`config.mk`:
```
export PLATFORM = sky130hd
export DESIGN_NAME = wavelet_envelope_scanner
export DESIGN_NICKNAME = d
export VERILOG_FILES = /design/src/rtl/wavelet_envelope_scanner.sv
export SDC_FILE = /design/constraint.sdc
export NUM_CORES = 1
export LEC_CHECK = 0
export CORE_AREA = 2 2 190 192
export DETAILED_ROUTE_END_ITERATION = 10
export DIE_AREA = 0 0 192 194
export PLACE_DENSITY_LB_ADDON = 0.08
export SYNTH_ARGS = -nofsm -noshare
export SYNTH_HDL_FRONTEND = slang
export SYNTH_SLANG_ARGS = --single-unit
```
`constraint.sdc`:
```
create_clock -name clk -period 10 [get_ports clk]
set_clock_uncertainty 0.2 [all_clocks]
set_input_delay 3 -clock clk [delete_from_list [all_inputs] [get_ports clk]]
set_output_delay 3 -clock clk [all_outputs]
set_load 0.1 [all_outputs]
```
`src/rtl/wavelet_envelope_scanner.sv`:
```
// Per-band peak-hold/decay envelope scanner behind the wavelet FIR bank.
// One shared abs/decay datapath walks the bands, then streams the envelopes out.
module wavelet_envelope_scanner #(
  parameter  int NUM_FILTERS = 8,
  parameter  int OUT_BITS    = 16,
  parameter  int DECAY_SHIFT = 4,
  parameter  int THRESHOLD   = 1024,
  localparam int IDX_W       = $clog2(NUM_FILTERS),
  localparam int ENV_BITS    = OUT_BITS - 1
) (
  input  logic                            clk,
  input  logic                            reset,
  input  logic [NUM_FILTERS*OUT_BITS-1:0] i_filter_out,
  input  logic                            i_sample_strobe,
  output logic                            o_valid,
  input  logic                            i_ready,
  output logic [IDX_W-1:0]                o_index,
  output logic [ENV_BITS-1:0]             o_env,
  output logic                            o_frame_done,
  output logic                            o_overrun,
  output logic                            o_busy,
  output logic                            o_LED
);

  typedef enum logic [1:0] {
    S_IDLE,
    S_UPDATE,
    S_EMIT
  } state_t;

  localparam logic [IDX_W-1:0]    LAST    = IDX_W'(NUM_FILTERS - 1);
  localparam logic [ENV_BITS-1:0] ENV_MAX = {ENV_BITS{1'b1}};
  localparam logic [ENV_BITS-1:0] THR     = ENV_BITS'(THRESHOLD);

  state_t r_state;
  state_t w_next;

  logic [IDX_W-1:0]           r_k;
  logic signed [OUT_BITS-1:0] r_snap [NUM_FILTERS];
  logic [ENV_BITS-1:0]        r_env  [NUM_FILTERS];

  logic                r_valid;
  logic [IDX_W-1:0]    r_index;
  logic [ENV_BITS-1:0] r_env_o;
  logic                r_fdone;
  logic                r_ovr;
  logic                r_led;

  logic signed [OUT_BITS-1:0] w_s;
  logic [OUT_BITS-1:0]        w_mag;
  logic [ENV_BITS-1:0]        w_abs;
  logic [ENV_BITS-1:0]        w_cur;
  logic [ENV_BITS-1:0]        w_d;
  logic [ENV_BITS-1:0]        w_dec;
  logic [ENV_BITS-1:0]        w_new;
  logic                       w_led;

  assign w_s = r_snap[r_k];

  // Shared abs/decay datapath for band r_k
  always_comb begin
    w_cur = r_env[r_k];
    w_mag = w_s[OUT_BITS-1] ? -w_s : w_s;
    if (w_mag[OUT_BITS-1]) begin
      w_abs = ENV_MAX;
    end else begin
      w_abs = w_mag[ENV_BITS-1:0];
    end
    w_d = w_cur >> DECAY_SHIFT;
    if (w_d == '0 && w_cur != '0) begin
      w_d = ENV_BITS'(1);
    end
    w_dec = w_cur - w_d;
    w_new = (w_abs > w_dec) ? w_abs : w_dec;
  end

  // Threshold over all bands, substituting the value being written now
  always_comb begin
    w_led = 1'b0;
    for (int j = 0; j < NUM_FILTERS; j++) begin
      if (IDX_W'(j) == r_k) begin
        w_led = w_led | (w_new >= THR);
      end else begin
        w_led = w_led | (r_env[j] >= THR);
      end
    end
  end

  always_comb begin
    w_next = r_state;
    case (r_state)
      S_IDLE: begin
        if (i_sample_strobe) begin
          w_next = S_UPDATE;
        end
      end
      S_UPDATE: begin
        if (r_k == LAST) begin
          w_next = S_EMIT;
        end
      end
      S_EMIT: begin
        if (r_valid && i_ready && r_k == LAST) begin
          w_next = S_IDLE;
        end
      end
      default: w_next = S_IDLE;
    endcase
  end

  always_ff @(posedge clk) begin
    if (reset) begin
      r_state <= S_IDLE;
    end else begin
      r_state <= w_next;
    end
  end

  always_ff @(posedge clk) begin
    if (reset) begin
      r_k     <= '0;
      r_valid <= 1'b0;
      r_index <= '0;
      r_env_o <= '0;
      r_fdone <= 1'b0;
      r_ovr   <= 1'b0;
      r_led   <= 1'b0;
      for (int k = 0; k < NUM_FILTERS; k++) begin
        r_snap[k] <= '0;
        r_env[k]  <= '0;
      end
    end else begin
      r_fdone <= 1'b0;
      if (i_sample_strobe && r_state != S_IDLE) begin
        r_ovr <= 1'b1;
      end
      case (r_state)
        S_IDLE: begin
          if (i_sample_strobe) begin
            for (int k = 0; k < NUM_FILTERS; k++) begin
              r_snap[k] <= i_filter_out[k*OUT_BITS +: OUT_BITS];
            end
            r_k <= '0;
          end
        end
        S_UPDATE: begin
          r_env[r_k] <= w_new;
          if (r_k == LAST) begin
            r_led <= w_led;
            r_k   <= '0;
          end else begin
            r_k <= r_k + 1'b1;
          end
        end
        S_EMIT: begin
          if (!r_valid) begin
            r_valid <= 1'b1;
            r_index <= r_k;
            r_env_o <= r_env[r_k];
          end else if (i_ready) begin
            if (r_k == LAST) begin
              r_valid <= 1'b0;
              r_fdone <= 1'b1;
              r_k     <= '0;
            end else begin
              r_k     <= r_k + 1'b1;
              r_index <= r_k + 1'b1;
              r_env_o <= r_env[r_k+1'b1];
            end
          end
        end
        default: ;
      endcase
    end
  end

  assign o_valid      = r_valid;
  assign o_index      = r_index;
  assign o_env        = r_env_o;
  assign o_frame_done = r_fdone;
  assign o_overrun    = r_ovr;
  assign o_LED        = r_led;
  assign o_busy       = (r_state != S_IDLE);

endmodule

```
### After elaboration in Yosys (flattened, before gate mapping)

Memory sizes are Yosys's and may differ from the RTL's. A register that Yosys moved wholly into a read port is not among the register bits.
Cells that the tools add are included.

| operators by class | value |
|---|---|
| $add $sub $neg | 3 |
| multipliers | 0 |
| div/mod/pow operators | 0 |
| order comparisons | 10 |
| equal/unequal tests | 17 |
| shifts and indexed selects | 0 |
| mux-type cells | 55 |
| bitwise gates (word level) | 25 |
| reduce and logical (&&, ||, !) cells | 16 |

Operators with widths:

| operator | count |
|---|---|
| 16-bit two-way mux | 9 |
| 15-bit by 11-bit >= comparator with 1-bit output (second input constant) | 9 |
| 15-bit two-way mux | 6 |
| 3-bit two-way mux | 12 |
| 1-bit two-way mux | 22 |
| 1-bit bitwise OR | 22 |
| 16-bit negation | 1 |
| 15-bit greater-than comparator | 1 |
| 15-bit logical NOT | 1 |
| 15-bit nonzero test | 1 |
| 15-bit OR reduction | 1 |
| 15-bit subtractor | 1 |
| 2-bit != test (second input constant) | 7 |
| 3-bit == test (first input constant) | 4 |
| 11-bit two-way mux | 1 |
| 3-bit case mux with 3 select lines | 1 |
| 2-bit by 3-bit == test with 1-bit output (first input constant) | 2 |
| 2-bit two-way mux | 3 |
| 2-bit case mux with 3 select lines | 1 |
| 3-bit AND reduction | 2 |
| 1-bit logical AND | 4 |
| 4-bit AND reduction | 1 |
| 4-bit OR reduction | 1 |
| 3-bit by 1-bit adder with 3-bit output (second input constant) | 1 |
| 10 further kinds | 12 |

| storage, ports and cells | value |
|---|---|
| register bits after elaboration | 27 |
| latch bits | 0 |
| RAM bits | 248 |
| bits in read-only memories | 0 |
| bits of input ports | 132 |
| output and inout port bits | 23 |
| logic and storage cells | 136 |
| memories kept | 2 |

Memory list:

| memory | depth | width | rd ports | clocked after Yosys merged registers in | wr ports | line | source |
|---|---|---|---|---|---|---|---|
| r_snap | 8 | 16 | 1 | 1 | 8 | 39 | `logic signed [OUT_BITS-1:0] r_snap [NUM_FILTERS];` |
| r_env | 8 | 15 | 10 | 1 | 8 | 40 | `logic [ENV_BITS-1:0] r_env [NUM_FILTERS];` |

### Logic depth before layout (Yosys ltp)

Gate-level depths: netlist of the first run.

| logic depth | value |
|---|---|
| depth in word-level cells | 22 |
| mapped depth | 30 |
| depth with buffers taken out | 23 |

### Worst setup path after synthesis of the first run

Ideal clock, no wire load.

| timing path | value |
|---|---|
| path type | input -> register |
| from | input port reset |
| to | memory r_snap[0][0], enable pin |
| library setup time | 509 ps |
| arrival time | 6,940 ps |
| path slack | 2,351 ps |
| cell stages on the path | 4 |
| path buffers | 3 |
| cells stage by stage | clkbuf_1 -> clkbuf_1 -> clkbuf_1 -> nand2b_1 |

RTL lines:

| item | line | source |
|---|---|---|
| start: declaration | 12 | `input logic reset,` |
| end: declaration | 39 |  |

==> impl_metrics.py, run 1 <==
metrics = {
    "final_layout": {
        "final_common_cell": "edfxtp_1",
        "syn2layout_area_growth_pct": 20.7,
        "postLayoutCellArea_um2": 18100,
        "final_cell_mix": "edfxtp_1, nor2_1, clkdlybuf4s50_1, and2_1, mux4_2",
        "finalNetCount": 1482,
        "drive_above_1_share": 0.172,
    },
    "yosys": {
        "synth-async-reset-ratio": 0,
        "yosysSeqAreaShare": 0.536,
        "synth_top_family_by_area": "multiplexers",
        "synth_edf_count": 248,
        "yosys.area_share.simple": 0.151,
        "yosysTopAreaCellShare": 0.496,
        "synth_area_leaders": "edfxtp_1, mux4_2, nor2_1, and2_1, dfxtp_1",
        "synth_flop_cell": "edfxtp_1",
        "syn_area_per_cell_um2": 12.9,
        "syn_nets": 1334,
        "synth_fa_ha_area_frac": 0.0313,
        "synth-compound-area-share": 0.0607,
        "netlist_instances": 1165,
        "synth_seq_cells": 278,
        "yosysWarnings": 0,
        "synth.distinct_cells": 72,
        "synthMuxAreaShare": 0.181,
        "yosysTopAreaCell": "edfxtp_1",
        "synthesis.area_um2": 15000,
        "synth_xor_area_frac": 0.0117,
    },
    "floorplanning": {
        "core_area_um2": 35200,
        "num_rows": 69,
        "start_util": 0.426,
        "die_area_um2": 37200,
        "fp.dieW_um": 192,
        "fp.dieH_um": 194,
        "io_pins": 155,
    },
    "sta": {
        "rsz0062_at_grt": "false",
        "setup_tns_ns": 0,
        "setup_ws_ns": 2.54,
        "fin_hold_ws_ns": 0.274,
        "min_period_over_period": 0.746,
        "tightestPinTransition_ns": 1.18,
        "max_freq_mhz": 134,
        "slew_violations": 0,
        "hold_viol": 0,
        "max_slew_margin": 0.213,
        "finalCriticalPeriod_ns": 7.46,
        "setup_viol": 0,
    },
    "critical_path": {
        "slowest_delay_ns": 1.07,
        "reg2reg_slack_ns": 2.54,
        "worstPathCellList": "buf_4, mux4_2, o21ai_2, and3_1, a41o_1, ha_1, fa_1, nor2b_1, o31a_1, o21a_1, o41ai_1, o2111ai_1, xor2_1, inv_1, ha_1, nand4_1, nor2_1, nand2_1, a2111oi_0, or2_2, mux2i_4, a21oi_2, a211o_1",
        "cp_common_cell": "ha_1",
        "critical_path_class": "reg2reg",
        "cp.arrival_ns": 7.68,
        "worstSetupStartpointType": "flop",
        "critPathCaptureType": "flop",
        "critPathMaxFanout": 34,
        "cpMaxStageDelayCell": "dfxtp_2",
        "cp.required_ns": 10.22,
    },
    "placement": {
        "dp_slack_ns": 2.65,
        "hpwlAfterDp_um": 28000,
        "placed_area_um2": 17000,
        "portBuffers": 154,
        "gp_congestion": 0.891,
    },
    "global_route": {
        "grt_pass1_vias": 10400,
        "grt_pass1_wl_um": 62300,
        "grt_overflow_total": 0,
        "track_usage": 0.225,
        "antenna_found_initial": 1,
        "grt_max_degree": 97,
    },
    "clocking": {
        "post_cts_resized": 0,
        "cts_root_buffer": "clkbuf_16",
        "clkLatencyLatePin_ns": 0.54,
        "cts_htree_levels": 2,
        "clkSlewWorstSetupHoldPaths_ns": 0.05,
        "clock-sinks": 278,
        "cts_inserted_buffers": 34,
        "cts-hold-fix-buffers": 0,
        "postCtsSetupBuffers": 0,
        "cts_tree": "done",
        "cts_max_path_buffers": 3,
    },
    "drt": {
        "totalWireLength_um": 40900,
        "wl_per_cell_um": 22.7,
        "drtPass1Iterations": 5,
        "num_vias": 10100,
        "drt_iter0_drc": 782,
        "drc": 0,
        "ant_nets": 0,
        "avgViaCountPerCell": 5.58,
    },
    "pwr": {
        "ir_worst_vdd_v": 0.000145,
        "p_total_uw": 3930,
        "power.leakage_uw": 0.00656,
        "pwr_density_cell_nw_per_um2": 217,
    },
    "worst_hold_path": {
        "hp-class": "reg2reg",
        "hp-start": "o_overrun",
    },
    "job": {
        "drv_cap": 0,
    },
    "run_status": {
        "status": "finished clean",
    },
}
## per-layer routing
metal / share of wire / vias to the layer above / GRT usage
li1: - / 4652 / -
met1: 0.42 / 4982 / 0.304
met2: 0.49 / 357 / 0.373
met3: 0.059 / 63 / 0.0404
met4: 0.024 / 0 / 0.0625
met5: 0 / - / 0
## power by group
group / switching [µW] / internal (µW) / total [µW]
Combinational: 829 / 493 / 1320
Clock: 492 / 705 / 1200
Sequential: 44.4 / 1370 / 1410
Total: 1370 / 2560 / 3930
## through the flow
stage / util / cells
2_1_floorplan: - / 1165
3_3_place_gp: 0.483 / 1738
3_5_place_dp: 0.483 / 1738
4_1_cts: 0.514 / 1800
5_1_grt: 0.514 / 1801
6_report: 0.514 / 1801
## synthesized netlist by cell type, drive strengths merged, types with 3 or more instances
| cell | count |
|---|---|
| or4 | 7 |
| o31ai | 4 |
| nor4 | 3 |
| nand2b | 14 |
| mux4 | 88 |
| nand2 | 34 |
| a41o | 3 |
| a31oi | 6 |
| buf | 24 |
| or2 | 3 |
| or3 | 3 |
| inv | 25 |
| nor3 | 15 |
| nor2b | 38 |
| o21ai | 17 |
| mux2i | 44 |
| and3 | 8 |
| dfxtp | 30 |
| o21a | 8 |
| nand3 | 17 |
| mux2 | 22 |
| clkbuf | 45 |
| a22oi | 3 |
| a21o | 5 |
| and2 | 98 |
| edfxtp | 248 |
| o21ba | 3 |
| a211oi | 18 |
| nor2 | 199 |
| xnor2 | 5 |
| ha | 36 |
| nand4 | 6 |
| xor2 | 15 |
| a21oi | 44 |
## worst max-delay path, delay by kind of cell (launching register included)
| family | cells | cell delay [ns] |
|---|---|---|
| AOI/OAI and AO/OA | 9 | 2.49 |
| xor gates and xnor gates | 1 | 0.33 |
| adders and majority gates | 3 | 0.69 |
| buffers and inverters | 2 | 0.59 |
| DFF | 1 | 1.07 |
| muxes | 2 | 0.84 |
| and+or+nand+nor | 6 | 1.12 |
## cells by family after synthesis
family | after synthesis
AO/OA/AOI/OAI | 131
XOR/XNOR | 20
adder cells (fa/ha/maj) | 37
buffers and inverters | 94
flip-flops | 278
multiplexers | 154
AND/OR/NAND/NOR | 451
## path summary, 6_finish.rpt
| kind | to | cells after the start |
|---|---|---|
| min | o_overrun | 2 |
| min reg2reg | o_overrun | 2 |
| max reg2reg | o_LED | 23 |
| max | o_LED | 23 |
## layout make-up
type,count,area (µm²)
antenna,1,2.50
clock buffer,42,902
clock inverter,20,193
fill,3146,17100
inverter,25,93.8
multi-input combinational,793,6560
sequential,278,8050
tap,461,577
timing repair buffer,181,1740
## flip-flops by register name (all words and copies together) (netlist names), named ones only
register      flops
r_state           2
r_snap          128
o_frame_done      1
o_index           3
r_env           120
o_LED             1
o_valid           1
r_k               3
o_env            15
o_overrun         1
(Power assumes the default switching activity.)
==> run 2: changes to the inputs <==
==> constraint.sdc (replaced) <==
create_clock -name clk -period 6.3 [get_ports clk]
set_clock_uncertainty 0.2 [all_clocks]
set_input_delay 1.89 -clock clk [delete_from_list [all_inputs] [get_ports clk]]
set_output_delay 1.89 -clock clk [all_outputs]
set_load 0.1 [all_outputs]
==> run 2 against run 1 <==
Maximum frequency increased by 22%. Final area grew 4.3%. Critical path depth is 2 higher.
==> impl_metrics.py, run 2 (synthesized netlist as in run 1, its figures left out) <==
metrics = {
    "run_status": {
        "status": "finished clean",
    },
    "clocking": {
        "clkSlewWorstSetupHoldPaths_ns": 0.06,
        "clkLatencyLatePin_ns": 0.59,
        "cts_root_buffer": "clkbuf_16",
        "cts_htree_levels": 1,
        "cts_tree": "done",
        "cts_inserted_buffers": 31,
        "cts_max_path_buffers": 3,
        "clock-sinks": 278,
    },
    "critical_path": {
        "critical_path_class": "reg2reg",
        "critPathMaxFanout": 8,
        "reg2reg_slack_ns": 0.18,
        "path_buf_inv": 5,
        "worstSetupStartpointType": "flop",
        "crit_family": "compound AO/OA/AOI/OAI gates",
        "cp.arrival_ns": 6.20,
        "critPathCaptureType": "flop",
        "cp.required_ns": 6.38,
        "slowest_delay_ns": 0.53,
        "cp_common_cell": "buf_4",
        "cpMaxStageDelayCell": "or4_4",
    },
    "placement": {
        "hpwlAfterDp_um": 29200,
        "gp_congestion": 0.854,
        "portBuffers": 154,
        "dp_slack_ns": 0.123,
    },
    "sta": {
        "min_period_over_period": 0.972,
        "rsz0062_at_grt": "true",
        "setup_ws_ns": 0.178,
        "max_slew_margin": 0.307,
        "tightestPinTransition_ns": 1.04,
        "hold_viol": 0,
        "setup_tns_ns": 0,
        "slew_violations": 0,
        "setup_viol": 0,
        "max_freq_mhz": 163,
        "finalCriticalPeriod_ns": 6.12,
        "fin_hold_ws_ns": 0.277,
    },
    "drt": {
        "avgViaCountPerCell": 5.58,
        "drc": 0,
        "ant_nets": 0,
        "num_vias": 10400,
        "drt_iter0_drc": 792,
        "totalWireLength_um": 42400,
        "wl_per_cell_um": 22.6,
        "drtPass1Iterations": 5,
    },
    "worst_hold_path": {
        "hp-class": "reg2reg",
    },
    "final_layout": {
        "regMostFlops": "r_snap",
        "final_common_cell": "edfxtp_1",
        "finalNetCount": 1557,
        "syn2layout_area_growth_pct": 25.9,
        "final_cell_mix": "edfxtp_1, nor2_1, clkdlybuf4s50_1, and2_1, buf_4",
        "drive_above_1_share": 0.223,
        "largest_reg_flops": 128,
        "fin_util": 0.537,
        "antenna_cells": 0,
    },
    "global_route": {
        "grt_max_degree": 129,
        "grt_pass1_wl_um": 64300,
        "grt_overflow_total": 0,
        "grt_pass1_vias": 10600,
        "antenna_found_initial": 0,
        "track_usage": 0.228,
    },
    "floorplanning": {
        "core_area_um2": 35200,
        "fp.dieH_um": 194,
        "num_rows": 69,
        "fp.dieW_um": 192,
        "start_util": 0.426,
        "io_pins": 155,
        "die_area_um2": 37200,
    },
    "job": {
        "drv_cap": 0,
    },
    "pwr": {
        "ir_worst_vdd_v": 0.000330,
        "pwr_density_cell_nw_per_um2": 360,
        "power.leakage_uw": 0.00697,
    },
}
[run 2: power breakdown]
part	leakage (µW)	internal, µW	total [µW]	switching [µW]
sequential	0.00287	2170	2220	58.0
combinational	0.00363	1310	2820	1510
clock	0.000474	1040	1770	729
[run 2: metal layers]
metal  track usage  vias to the layer above  share of wire
li1              -                     4795              -
met1         0.313                     5147           0.42
met2         0.384                      413           0.49
met3        0.0286                       90          0.062
met4        0.0608                        0          0.028
met5             0                        -              0
[run 2: timing repair]
action | in CTS | in global routing
setup buffers | 0 | 13
resized for setup | 0 | 25
setup endpoints to repair | 0 | 121
hold buffers | 0 | 0
[run 2: final cells by class]
type | instances | area [µm²]
Inverter | 25 | 93.8
Clock buffer | 42 | 827
Timing Repair Buffer | 258 | 2500
Fill cell | 3026 | 16300
Tap cell | 461 | 577
Multi-Input combinational cell | 794 | 6700
Sequential cell | 278 | 8050
Clock inverter | 14 | 155
[run 2: worst reg2reg max path, cell delays in order (launching register included)]
cell and delay, ns:
dfxtp_4 0.45, buf_4 0.15, mux4_2 0.49, mux2_2 0.30, or4_4 0.53, a41o_1 0.28
ha_4 0.17, fa_2 0.36, nor2b_2 0.13, o31a_1 0.19, o21a_1 0.20, o41ai_4 0.10
o2111ai_4 0.23, xor2_2 0.17, inv_1 0.09, ha_4 0.27, nand4_1 0.11, nor2_2 0.17
nand2_2 0.08, a2111oi_4 0.37, buf_4 0.17, nor2_1 0.05, buf_4 0.18, mux2i_2 0.17
buf_4 0.18, nor2_1 0.04
[run 2: final timing paths]
kind	start	end	cells past startpoint
worst max-delay path	flop	r_env[0][13]	25
worst min-delay path	o_overrun	o_overrun	2
worst max register to register	flop	r_env[0][13]	25
worst min register to register	o_overrun	o_overrun	2
[run 2: metrics by stage]
step	area (µm²)	std cells	total power [µW]
detailed placement	17700	1802	4930
finish	18900	1872	6810
global route	18900	1872	7160
global placement	17700	1802	4910
CTS	18600	1858	6700
floorplan	15100	1165	3800
==> run 3: changes to the inputs <==
--- a/config.mk
+++ b/config.mk
@@ -5,10 +5,11 @@
 export SDC_FILE = /design/constraint.sdc
 export NUM_CORES = 1
 export LEC_CHECK = 0
-export CORE_AREA = 2 2 190 192
+export CORE_AREA = 2 2 173 175
 export DETAILED_ROUTE_END_ITERATION = 10
-export DIE_AREA = 0 0 192 194
+export DIE_AREA = 0 0 175 177
 export PLACE_DENSITY_LB_ADDON = 0.08
+export SKIP_LAST_GASP = 1
 export SYNTH_ARGS = -nofsm -noshare
 export SYNTH_HDL_FRONTEND = slang
 export SYNTH_SLANG_ARGS = --single-unit
==> run 3 against run 2 <==
Utilization grew 10 points. Combinational power shrank 2%. Register-to-register slack lost 0.096 ns. Count of clock-buffer cells in the layout grew 8. Via count is essentially flat. Total power shrank 1.6%. Wire length shrank 5.5%. Critical path type unchanged. Largest power group unchanged.
==> impl_metrics.py, run 3 (synthesized netlist as in run 1, its figures left out) <==
metrics = {
    "floorplanning": {
        "fp.dieH_um": 177,
        "io_pins": 155,
        "num_rows": 63,
        "start_util": 0.513,
        "fp.dieW_um": 175,
        "core_area_um2": 29200,
        "die_area_um2": 31000,
    },
    "drt": {
        "totalWireLength_um": 40100,
        "drt_iter0_drc": 896,
        "avgViaCountPerCell": 5.86,
        "drtPass1Iterations": 5,
        "ant_nets": 0,
        "num_vias": 10400,
        "drc": 0,
        "wl_per_cell_um": 22.5,
    },
    "critical_path": {
        "cp.arrival_ns": 6.29,
        "r2r-end": "r_env[3][8]",
        "cp.required_ns": 6.37,
        "worstSetupStartpointType": "flop",
        "critPathCaptureType": "flop",
        "reg2reg_slack_ns": 0.08,
        "critical_path_class": "reg2reg",
        "worstRegToRegCells": 26,
        "critPathMaxFanout": 8,
    },
    "sta": {
        "finalCriticalPeriod_ns": 6.22,
        "setup_viol": 0,
        "rsz0062_at_grt": "true",
        "setup_ws_ns": 0.0824,
        "tightestPinTransition_ns": 1.18,
        "hold_viol": 0,
        "max_freq_mhz": 161,
        "max_slew_margin": 0.216,
        "min_period_over_period": 0.987,
        "setup_tns_ns": 0,
        "slew_violations": 0,
    },
    "final_layout": {
        "drive_above_1_share": 0.221,
        "finalNonFillerCells": 1782,
        "finalNetCount": 1536,
        "regMostFlops": "r_snap",
        "final_common_cell": "edfxtp_1",
        "largest_reg_flops": 128,
        "syn2layout_area_growth_pct": 24.7,
        "final_cell_mix": "edfxtp_1, nor2_1, clkdlybuf4s50_1, and2_1, mux4_2",
    },
    "global_route": {
        "grt_pass1_vias": 10400,
        "antenna_found_initial": 0,
        "track_usage": 0.259,
        "grt_overflow_total": 0,
        "grt_pass1_wl_um": 60200,
        "grt_max_degree": 74,
    },
    "clocking": {
        "cts_htree_levels": 1,
        "cts-hold-fix-buffers": 0,
        "clkLatencyLatePin_ns": 0.56,
        "cts_root_buffer": "clkbuf_16",
        "clkSlewWorstSetupHoldPaths_ns": 0.06,
        "cts_max_path_buffers": 3,
        "clock-sinks": 278,
        "cts_tree": "done",
        "cts_inserted_buffers": 30,
    },
    "job": {
        "drv_cap": 0,
    },
    "pwr": {
        "p_total_uw": 6700,
        "ir_worst_vdd_v": 0.000239,
        "pwr_density_cell_nw_per_um2": 358,
        "power.leakage_uw": 0.00686,
    },
    "worst_hold_path": {
        "hp-start": "o_overrun",
        "min_to": "o_overrun",
        "hp-class": "reg2reg",
        "hold_depth": 2,
    },
    "placement": {
        "portBuffers": 154,
        "dp_slack_ns": 0.000622,
        "hpwlAfterDp_um": 26700,
        "dp_cells": 1698,
        "gp_congestion": 0.909,
    },
    "run_status": {
        "status": "finished clean",
    },
}
-- run 3: cell count changes in the layout (fill, tap and decap cells not counted), moves of 3 or more --
cell,previous run,this run
buf_6,1,4
nor2_1,181,173
o21ai_4,0,3
bufinv_16,3,0
clkbuf_1,10,14
o21ai_2,6,3
clkbuf_16,32,35
clkinv_1,6,2
nor2_2,17,24
buf_4,89,68
-- run 3: how the worst max path moves through the flow --
stage | from | end | slack (ns)
after detailed placement | flop | r_env[1][9] | 0.0006
after CTS | flop | r_env[3][8] | 0.01
after global placement | flop | r_env[3][9] | 0.17
after floorplan | flop | o_LED | 0.01
after global routing | flop | r_env[3][6] | -0.11
final | flop | r_env[3][8] | 0.08
-- run 3: where the power goes --
part	total [µW]	internal [µW]	switching (µW)	leakage, µW
clock	1710	1000	706	0.000469
combinational	2770	1220	1550	0.00353
sequential	2220	2170	54.7	0.00287
-- run 3: what timing repair did --
item | in CTS | in global routing
cloned | 0 | 1
endpoints found under the setup margin | 3 | 121
resized for setup | 1 | 52
pin swaps | 0 | 17
setup buffers | 0 | 26
-- run 3: final cells by class --
type / count / area, µm²
flip-flops and latches: 278 / 8050
multi-input cells: 793 / 6770
inverters: 25 / 93.8
diodes: 1 / 2.50
clock inverters: 6 / 31.3
well taps: 390 / 488
clock buffers: 50 / 931
fillers: 2258 / 10500
repair buffers: 239 / 2350
-- run 3: worst max-delay path: stages (launching register included) --
cell and delay, ns:
dfxtp_4 0.36, buf_8 0.13, buf_12 0.14, buf_4 0.11, mux4_2 0.48, mux2_2 0.34, nor4_4 0.28, a41o_1 0.26
ha_4 0.16, fa_2 0.20, nor2b_2 0.05, o31a_1 0.33, o21a_1 0.23, o41ai_4 0.39, o2111ai_2 0.15, xor2_1 0.22
inv_1 0.11, ha_4 0.28, nand4_1 0.11, nor2_2 0.17, nand2_2 0.08, a2111oi_4 0.37, or2_4 0.25, buf_12 0.15
nor2_2 0.05, a21oi_4 0.24, nor2_1 0.07
-- run 3: per-layer routing --
layer	share of wire	track usage
met3	0.085	0.0485
met1	0.41	0.353
met5	0	0
met2	0.48	0.431
met4	0.025	0.0674
-- run 3: metrics by stage --
stage	instance area, µm²	utilization	hold WS, ns
finish	18700	0.640	0.266
global route	18700	0.640	0.325
CTS	18200	0.622	0.270
detailed placement	17200	0.589	0.255
global placement	17200	0.589	0.250
floorplan	15100	-	0.293
